$ cat src/rtl/display_pkg.sv
// Shared types and constants for the 4-digit scan display controller.
// With LEADING_ZERO_BLANK_EN defined it also provides the leading-zero mask helper.
package display_pkg;

  localparam int N_DIGITS = 4;

  localparam logic [3:0] CODE_DASH  = 4'hA;
  localparam logic [3:0] CODE_BLANK = 4'hB;

  // Segment vector ordered {G,F,E,D,C,B,A}.
  typedef logic [6:0] seg_t;

  typedef enum logic {BLANK, ON} scan_state_t;

`ifdef LEADING_ZERO_BLANK_EN
  // Walk from the leftmost digit down to digit 1. A zero code without a decimal
  // point is suppressed. A blank code passes through unchanged. Anything else
  // ends the leading run. Digit 0 is never suppressed.
  function automatic logic [N_DIGITS-1:0] leadingZeroMask(
    input logic [4*N_DIGITS-1:0] value,
    input logic [N_DIGITS-1:0]   dpMask
  );
    logic [N_DIGITS-1:0] mask;
    logic                stillLeading;
    logic [3:0]          code;
    mask         = '0;
    stillLeading = 1'b1;
    for (int i = N_DIGITS - 1; i >= 1; i--) begin
      code = value[4*i +: 4];
      if (stillLeading && !dpMask[i]) begin
        if (code == 4'h0) begin
          mask[i] = 1'b1;
        end else if (code < CODE_BLANK) begin
          stillLeading = 1'b0;
        end
      end else begin
        stillLeading = 1'b0;
      end
    end
    return mask;
  endfunction
`endif

endpackage

$ cat src/rtl/display_scan_ctrl_if.sv
// Core-to-display bundle. The master side is the core, and the slave side is the scan controller.
interface display_scan_ctrl_if;
  import display_pkg::*;

  logic [4*N_DIGITS-1:0] Value;
  logic [N_DIGITS-1:0]   DpMask;
  logic                  Load;
  logic                  Pending;
  logic                  SegA, SegB, SegC, SegD, SegE, SegF, SegG;
  logic                  DP;
  logic [N_DIGITS-1:0]   nDigit;

  modport master (
    output Value, DpMask, Load,
    input  Pending, SegA, SegB, SegC, SegD, SegE, SegF, SegG, DP, nDigit
  );

  modport slave (
    input  Value, DpMask, Load,
    output Pending, SegA, SegB, SegC, SegD, SegE, SegF, SegG, DP, nDigit
  );
endinterface

$ cat src/rtl/seg7_decode.sv
// Nibble to 7-segment glyph: 0-9 are decimal digits, A is a dash, and B-F are blank.
module seg7_decode
  import display_pkg::*;
(
  input  logic [3:0] code,
  output seg_t       seg
);

  // Glyph lookup.
  always_comb begin
    // NOTE: default assigned first so no path leaves seg unassigned (no latch).
    seg = '0;
    case (code)
      4'h0:      seg = 7'h3F;
      4'h1:      seg = 7'h06;
      4'h2:      seg = 7'h5B;
      4'h3:      seg = 7'h4F;
      4'h4:      seg = 7'h66;
      4'h5:      seg = 7'h6D;
      4'h6:      seg = 7'h7D;
      4'h7:      seg = 7'h07;
      4'h8:      seg = 7'h7F;
      4'h9:      seg = 7'h6F;
      CODE_DASH: seg = 7'h40;
      default:   seg = '0;
    endcase
  end

endmodule

$ cat src/rtl/display_scan_ctrl.sv
// Time-multiplexed scan controller for the 4-digit 7-segment display.
// The controller double-buffers the display word, adds blank gaps between digit slots,
// and swaps in new data only at frame boundaries.
// Optional: LEADING_ZERO_BLANK_EN suppresses leading zeros, using a mask taken at transfer.
module display_scan_ctrl
  import display_pkg::*;
#(
  parameter int SCAN_DIV     = 32,
  parameter int BLANK_CYCLES = 2
) (
  input logic                Clock,
  input logic                nReset,
  display_scan_ctrl_if.slave bus
);

  localparam int                CNT_W      = (SCAN_DIV > 2) ? $clog2(SCAN_DIV) : 1;
  localparam logic [CNT_W-1:0]  SLOT_LAST  = CNT_W'(SCAN_DIV - 1);
  localparam logic [CNT_W-1:0]  BLANK_LAST = CNT_W'((BLANK_CYCLES > 0) ? BLANK_CYCLES - 1 : 0);
  localparam int                DIG_W      = $clog2(N_DIGITS);
  localparam logic [DIG_W-1:0]  DIGIT_LAST = DIG_W'(N_DIGITS - 1);
  localparam int                VAL_W      = 4 * N_DIGITS;

  scan_state_t         state, stateNext;
  logic [CNT_W-1:0]    slotCnt, slotCntNext;
  logic [DIG_W-1:0]    digit, digitNext;
  logic                slotEnd, frameEnd;

  logic [VAL_W-1:0]    pendValue, activeValue, xferValue;
  logic [N_DIGITS-1:0] pendDp, activeDp, xferDp;
  logic                pendingQ, doXfer;

  logic [3:0]          digitCode;
  seg_t                digitSeg;
  logic                digitDp, digitLit;

  seg_t                segQ;
  logic                dpQ;
  logic [N_DIGITS-1:0] nDigitQ;

  assign slotEnd  = (slotCnt == SLOT_LAST);
  assign frameEnd = slotEnd && (digit == DIGIT_LAST);

  // Scan position: the state, the slot counter and the digit index.
  always_ff @(posedge Clock or negedge nReset) begin
    if (!nReset) begin
      state   <= BLANK;
      slotCnt <= '0;
      digit   <= '0;
    end else begin
      // NOTE: non-blocking so every register samples pre-edge values together.
      state   <= stateNext;
      slotCnt <= slotCntNext;
      digit   <= digitNext;
    end
  end

  // Slot counter wrap, digit advance and BLANK/ON sequencing.
  always_comb begin
    stateNext   = state;
    slotCntNext = slotEnd ? '0 : slotCnt + 1'b1;
    digitNext   = slotEnd ? digit + 1'b1 : digit;
    case (state)
      BLANK:   if (BLANK_CYCLES == 0 || slotCnt == BLANK_LAST) stateNext = ON;
      ON:      if (slotEnd && BLANK_CYCLES != 0) stateNext = BLANK;
      default: stateNext = BLANK;
    endcase
  end

  // A Load on the boundary cycle bypasses the pending buffer and wins.
  assign doXfer    = frameEnd && (bus.Load || pendingQ);
  assign xferValue = bus.Load ? bus.Value  : pendValue;
  assign xferDp    = bus.Load ? bus.DpMask : pendDp;

  // Pending/active double buffer and the Pending flag.
  always_ff @(posedge Clock or negedge nReset) begin
    if (!nReset) begin
      pendValue   <= '0;
      pendDp      <= '0;
      // NOTE: buffers are plain flops, so they reset to a dark display, not to X.
      activeValue <= {N_DIGITS{CODE_BLANK}};
      activeDp    <= '0;
      pendingQ    <= 1'b0;
    end else begin
      if (bus.Load) begin
        pendValue <= bus.Value;
        pendDp    <= bus.DpMask;
      end
      if (doXfer) begin
        activeValue <= xferValue;
        activeDp    <= xferDp;
      end
      pendingQ <= !frameEnd && (bus.Load || pendingQ);
    end
  end

`ifdef LEADING_ZERO_BLANK_EN
  logic [N_DIGITS-1:0] suppressMask;

  // Leading-zero mask, captured together with the data it describes.
  always_ff @(posedge Clock or negedge nReset) begin
    if (!nReset) begin
      suppressMask <= '0;
    end else if (doXfer) begin
      suppressMask <= leadingZeroMask(xferValue, xferDp);
    end
  end

  assign digitCode = suppressMask[digit] ? CODE_BLANK : activeValue[{digit, 2'b00} +: 4];
`else
  assign digitCode = activeValue[{digit, 2'b00} +: 4];
`endif

  assign digitDp  = activeDp[digit];
  assign digitLit = (digitSeg != '0) || digitDp;

  seg7_decode uDecode (
    .code (digitCode),
    .seg  (digitSeg)
  );

  // Registered pad drives. A digit with nothing to light keeps its enable off.
  always_ff @(posedge Clock or negedge nReset) begin
    if (!nReset) begin
      segQ    <= '0;
      dpQ     <= 1'b0;
      nDigitQ <= '1;
    end else if (state == ON && digitLit) begin
      segQ    <= digitSeg;
      dpQ     <= digitDp;
      nDigitQ <= ~(N_DIGITS'(1) << digit);
    end else begin
      segQ    <= '0;
      dpQ     <= 1'b0;
      nDigitQ <= '1;
    end
  end

  assign bus.Pending = pendingQ;
  assign bus.SegA    = segQ[0];
  assign bus.SegB    = segQ[1];
  assign bus.SegC    = segQ[2];
  assign bus.SegD    = segQ[3];
  assign bus.SegE    = segQ[4];
  assign bus.SegF    = segQ[5];
  assign bus.SegG    = segQ[6];
  assign bus.DP      = dpQ;
  assign bus.nDigit  = nDigitQ;

endmodule

$ cat src/flat_wrapper.sv
// flat-port wrapper written by rule: the top's interface ports become plain ports
module display_scan_ctrl_flat import display_pkg::*;
#(
  parameter int SCAN_DIV     = 32,
  parameter int BLANK_CYCLES = 2
)
  (Clock, nReset, bus_Value, bus_DpMask, bus_Load, bus_Pending, bus_SegA, bus_SegB, bus_SegC, bus_SegD, bus_SegE, bus_SegF, bus_SegG, bus_DP, bus_nDigit);
  display_scan_ctrl_if bus_i ();
  input logic Clock;
  input logic nReset;
  input wire logic [$bits(bus_i.Value)-1:0] bus_Value;
  input wire logic [$bits(bus_i.DpMask)-1:0] bus_DpMask;
  input wire logic [$bits(bus_i.Load)-1:0] bus_Load;
  output wire logic [$bits(bus_i.Pending)-1:0] bus_Pending;
  output wire logic [$bits(bus_i.SegA)-1:0] bus_SegA;
  output wire logic [$bits(bus_i.SegB)-1:0] bus_SegB;
  output wire logic [$bits(bus_i.SegC)-1:0] bus_SegC;
  output wire logic [$bits(bus_i.SegD)-1:0] bus_SegD;
  output wire logic [$bits(bus_i.SegE)-1:0] bus_SegE;
  output wire logic [$bits(bus_i.SegF)-1:0] bus_SegF;
  output wire logic [$bits(bus_i.SegG)-1:0] bus_SegG;
  output wire logic [$bits(bus_i.DP)-1:0] bus_DP;
  output wire logic [$bits(bus_i.nDigit)-1:0] bus_nDigit;
  assign bus_i.Value = bus_Value;
  assign bus_i.DpMask = bus_DpMask;
  assign bus_i.Load = bus_Load;
  assign bus_Pending = bus_i.Pending;
  assign bus_SegA = bus_i.SegA;
  assign bus_SegB = bus_i.SegB;
  assign bus_SegC = bus_i.SegC;
  assign bus_SegD = bus_i.SegD;
  assign bus_SegE = bus_i.SegE;
  assign bus_SegF = bus_i.SegF;
  assign bus_SegG = bus_i.SegG;
  assign bus_DP = bus_i.DP;
  assign bus_nDigit = bus_i.nDigit;
  display_scan_ctrl #(.SCAN_DIV(SCAN_DIV), .BLANK_CYCLES(BLANK_CYCLES)) u_core (.Clock(Clock), .nReset(nReset), .bus(bus_i));
endmodule
$ cat config.mk
export PLATFORM = sky130hd
export DESIGN_NAME = display_scan_ctrl_flat
export DESIGN_NICKNAME = d
export VERILOG_FILES = /design/src/rtl/display_pkg.sv /design/src/rtl/display_scan_ctrl_if.sv /design/src/rtl/seg7_decode.sv /design/src/rtl/display_scan_ctrl.sv /design/src/flat_wrapper.sv
export SDC_FILE = /design/constraint.sdc
export NUM_CORES = 1
export LEC_CHECK = 0
export CORE_MARGIN = 4
export CORE_UTILIZATION = 30
export CTS_CLUSTER_SIZE = 10
export DETAILED_ROUTE_END_ITERATION = 10
export GPL_ROUTABILITY_DRIVEN = 0
export PLACE_DENSITY = 0.46
export SLEW_MARGIN = 10
export SYNTH_ARGS = -nofsm -noshare
export SYNTH_HDL_FRONTEND = slang
export SYNTH_SLANG_ARGS = --single-unit
$ cat constraint.sdc
create_clock -name Clock -period 2.5 [get_ports Clock]
set_input_delay 0.625 -clock Clock [delete_from_list [all_inputs] [get_ports Clock]]
set_output_delay 0.625 -clock Clock [all_outputs]
set_load 0.1 [all_outputs]
==> impl_metrics.json <==
{
  "critical_path_required_ps": 2720,
  "drtIter0Drc": 54,
  "hpwl_um": 3560,
  "layout_common_cells": "45 x dfrtp_1, 40 x mux2_2, 21 x clkdlybuf4s50_1, 17 x buf_4, 16 x dfstp_2",
  "track_usage_pct": 10.6,
  "synth_xor_area_share_pct": 2.27,
  "antenna_found_initial": 0,
  "clk_pin_slew_ps": 60,
  "synth_cells": 187,
  "drtAntennaViolNets": 0,
  "switching_share_pct": 20.8,
  "max_slew_margin_pct": 74.0,
  "dieArea_um2": 10600,
  "pwr-share-comb_pct": 6.0,
  "ys_seq_area_share_pct": 57.1,
  "start_util_pct": 30.9,
  "fin_area_um2": 3370,
  "ctsResizeCount": 0,
  "hold_class": "input port to async pin",
  "fmax_ghz": 0.486,
  "wl_per_cell_um": 14.3,
  "die_h_um": 103,
  "clk_latency_ps": 320,
  "first_global_vias": 1666,
  "r2r_setup_slack_ps": 440,
  "overflow": 0,
  "path_cells": "mux4_2 > inv_1 > ha_1 > nand2_1 > a21oi_2 > o311ai_1",
  "port_buffers": 35,
  "p_clk_share_pct": 39.8,
  "ys_seq_elements": 61,
  "rsz0062_at_grt": "false",
  "drtPass1Iterations": 4,
  "ir_worst_vdd_mv": 0.243,
  "layout_commonest_cell": "dfrtp_1",
  "power_density_nw_per_um2": 562,
  "antenna_cells": 0,
  "grt_pass1_wl_um": 8460,
  "fin_crit_ps": 2060,
  "io_pins": 36,
  "row_count": 34,
  "layout.nets": 267,
  "synth_top_family_by_area": "multiplexers",
  "synthAdderAreaFrac_pct": 6.01,
  "endpoint_kind": "register",
  "post_cts_buffers": 0,
  "grt_max_degree": 30,
  "syn-num-nets": 223,
  "p_leak_nw": 1.43,
  "yosys_warnings": 0,
  "synthMuxAreaShare_pct": 21.5,
  "syn_area_per_cell_um2": 14.5,
  "cpPeakStageDelay_ps": 630,
  "die_w_um": 103,
  "synth-simple-area-share_pct": 4.48,
  "wl_um": 4930,
  "slowest_stage": "mux4_2",
  "cts_tree": "built",
  "vias_per_cell": 4.57,
  "critPathMaxFanout": 6,
  "postCtsHoldBufs": 0,
  "clock_skew_ps": 5.18,
  "status": "finished clean",
  "maxSlewViolCount": 0,
  "placed_area_um2": 3200,
  "min_period_over_period_pct": 82.2,
  "drc": 0,
  "cts_sinks": 61,
  "arrival_ps": 2280,
  "tns_ps": 0,
  "coreArea_um2": 8760,
  "yosysUniqueCellTypes": 35,
  "synth_compound_area_share_pct": 6.10,
  "clockBufferDepth": 2,
  "seqPwrFrac_pct": 54.2,
  "root_buffer": "clkbuf_8",
  "cts_buffers": 9,
  "finalSetupViolCount": 0,
  "syn_area_um2": 2710,
  "p_switching_mw": 0.394,
  "cp-start-kind": "register",
  "drv_cap": 0,
  "critPathKind": "register to register",
  "area_growth_pct": 24.6,
  "layout-drive-gt1-share_pct": 41.9,
  "tightestPinTransition_ps": 391,
  "vias": 1571,
  "finalHoldViolCount": 0,
  "internal_power_mw": 1.50,
  "htreeDepth": 3
}
[state kept, by name (all words and copies together), names as in the netlist]
register	count
u_core.activeValue	16
u_core.pendDp	4
u_core.pendValue	16
u_core.bus.DP	1
u_core.digit	2
u_core.bus.Pending	1
u_core.bus.nDigit	4
u_core.activeDp	4
u_core.segQ	7
u_core.state	1
u_core.slotCnt	5
[path summary, 6_finish.rpt]
path | startpoint | to | depth (start not counted)
max | u_core.digit[0]$_DFFE_PN0P_ | u_core.bus.nDigit[0]$_DFF_PN1_ | 6
max in group asynchronous | nReset | u_core.activeValue[7]$_DFFE_PN1P_ | 2
max reg2reg | u_core.digit[0]$_DFFE_PN0P_ | u_core.bus.nDigit[0]$_DFF_PN1_ | 6
min reg2reg | u_core.slotCnt[0]$_DFF_PN0_ | u_core.slotCnt[0]$_DFF_PN0_ | 1
min | nReset | u_core.pendValue[3]$_DFF_PN0_ | 1
min in group Clock | u_core.slotCnt[0]$_DFF_PN0_ | u_core.slotCnt[0]$_DFF_PN0_ | 1
[routing by layer]
| layer | vias up | track usage (%) | part of all wire (%) |
|---|---|---|---|
| li1 | 749 | - | - |
| met1 | 783 | 13.3 | 46 |
| met2 | 34 | 16.7 | 47 |
| met3 | 5 | 4.13 | 5.3 |
| met4 | 0 | 3.59 | 1.2 |
| met5 | - | 0 | 0 |
[kinds of logic (layout without fill, tap and decap cells)]
kind of cell / Yosys count / in the layout
AND/OR/NAND/NOR: 22 / 22
multiplexers: 47 / 47
XOR/XNOR: 7 / 7
adder cells (fa/ha/maj): 13 / 13
flip-flops: 61 / 61
AO/OA/AOI/OAI: 22 / 22
buffers and inverters: 15 / 64
[worst max-delay path: cells and delay by family, from the launching register on]
kind                     cells  cell delay (ps)
buffers and inverters        1              160
adder cells (fa/ha/maj)      1              190
AO/OA/AOI/OAI                2              390
multiplexers                 1              630
flip-flops                   1              530
AND/OR/NAND/NOR              1               70
[cell usage after synthesis]
cell	instances	area share (%)
ha_1	13	6.0
buf_2	2	0.37
o311ai_2	1	0.60
a21oi_1	5	0.92
nor2_2	1	0.23
or4b_2	1	0.37
mux2_2	40	17
dfrtp_1	45	42
inv_1	6	0.83
nor3b_1	1	0.28
xor2_1	2	0.65
or2_1	2	0.46
o211a_1	1	0.37
mux2i_1	2	0.74
nand2_1	3	0.42
dfstp_2	16	16
a21oi_2	1	0.32
nand2b_1	1	0.23
or3b_4	1	0.42
o21ai_0	1	0.18
a211oi_1	1	0.28
mux4_2	5	4.2
xnor2_1	5	1.6
nand3_1	2	0.37
clkbuf_1	4	0.55
and2_1	2	0.46
buf_6	1	0.42
nor3_1	1	0.18
nor2_1	6	0.83
a31oi_1	1	0.23
and3_1	1	0.23
o21a_1	7	1.9
buf_1	2	0.28
o311ai_1	3	0.97
o211ai_1	1	0.28
[final cells by class]
class / count / area (um2)
sequential: 61 / 1550
multi-input combinational: 111 / 1090
inverter: 6 / 22.5
clock buffer: 15 / 166
fill: 843 / 5390
clock inverter: 1 / 5.00
timing repair buffer: 42 / 403
tap: 108 / 135
[power groups by stage]
stage          registers [mW]  logic, mW  clock network, mW
6_report                 1.03      0.114              0.753
5_1_grt                  1.03      0.128              0.845
4_1_cts                  1.03      0.119              0.797
3_5_place_dp             1.04      0.119                  0
3_3_place_gp             1.04      0.119                  0
2_1_floorplan            1.04     0.0445                  0
[stage by stage]
step	power [mW]	utilization (%)	std cells	setup slack, ps	hold slack [ps]
6_report	1.89	38.5	344	444	218
5_1_grt	2.00	38.5	344	223	210
4_1_cts	1.94	38.5	344	395	207
3_5_place_dp	1.16	36.5	328	361	480
3_3_place_gp	1.16	36.5	328	373	479
2_1_floorplan	1.09	-	187	385	329
Power figures use the tool's default switching activity.
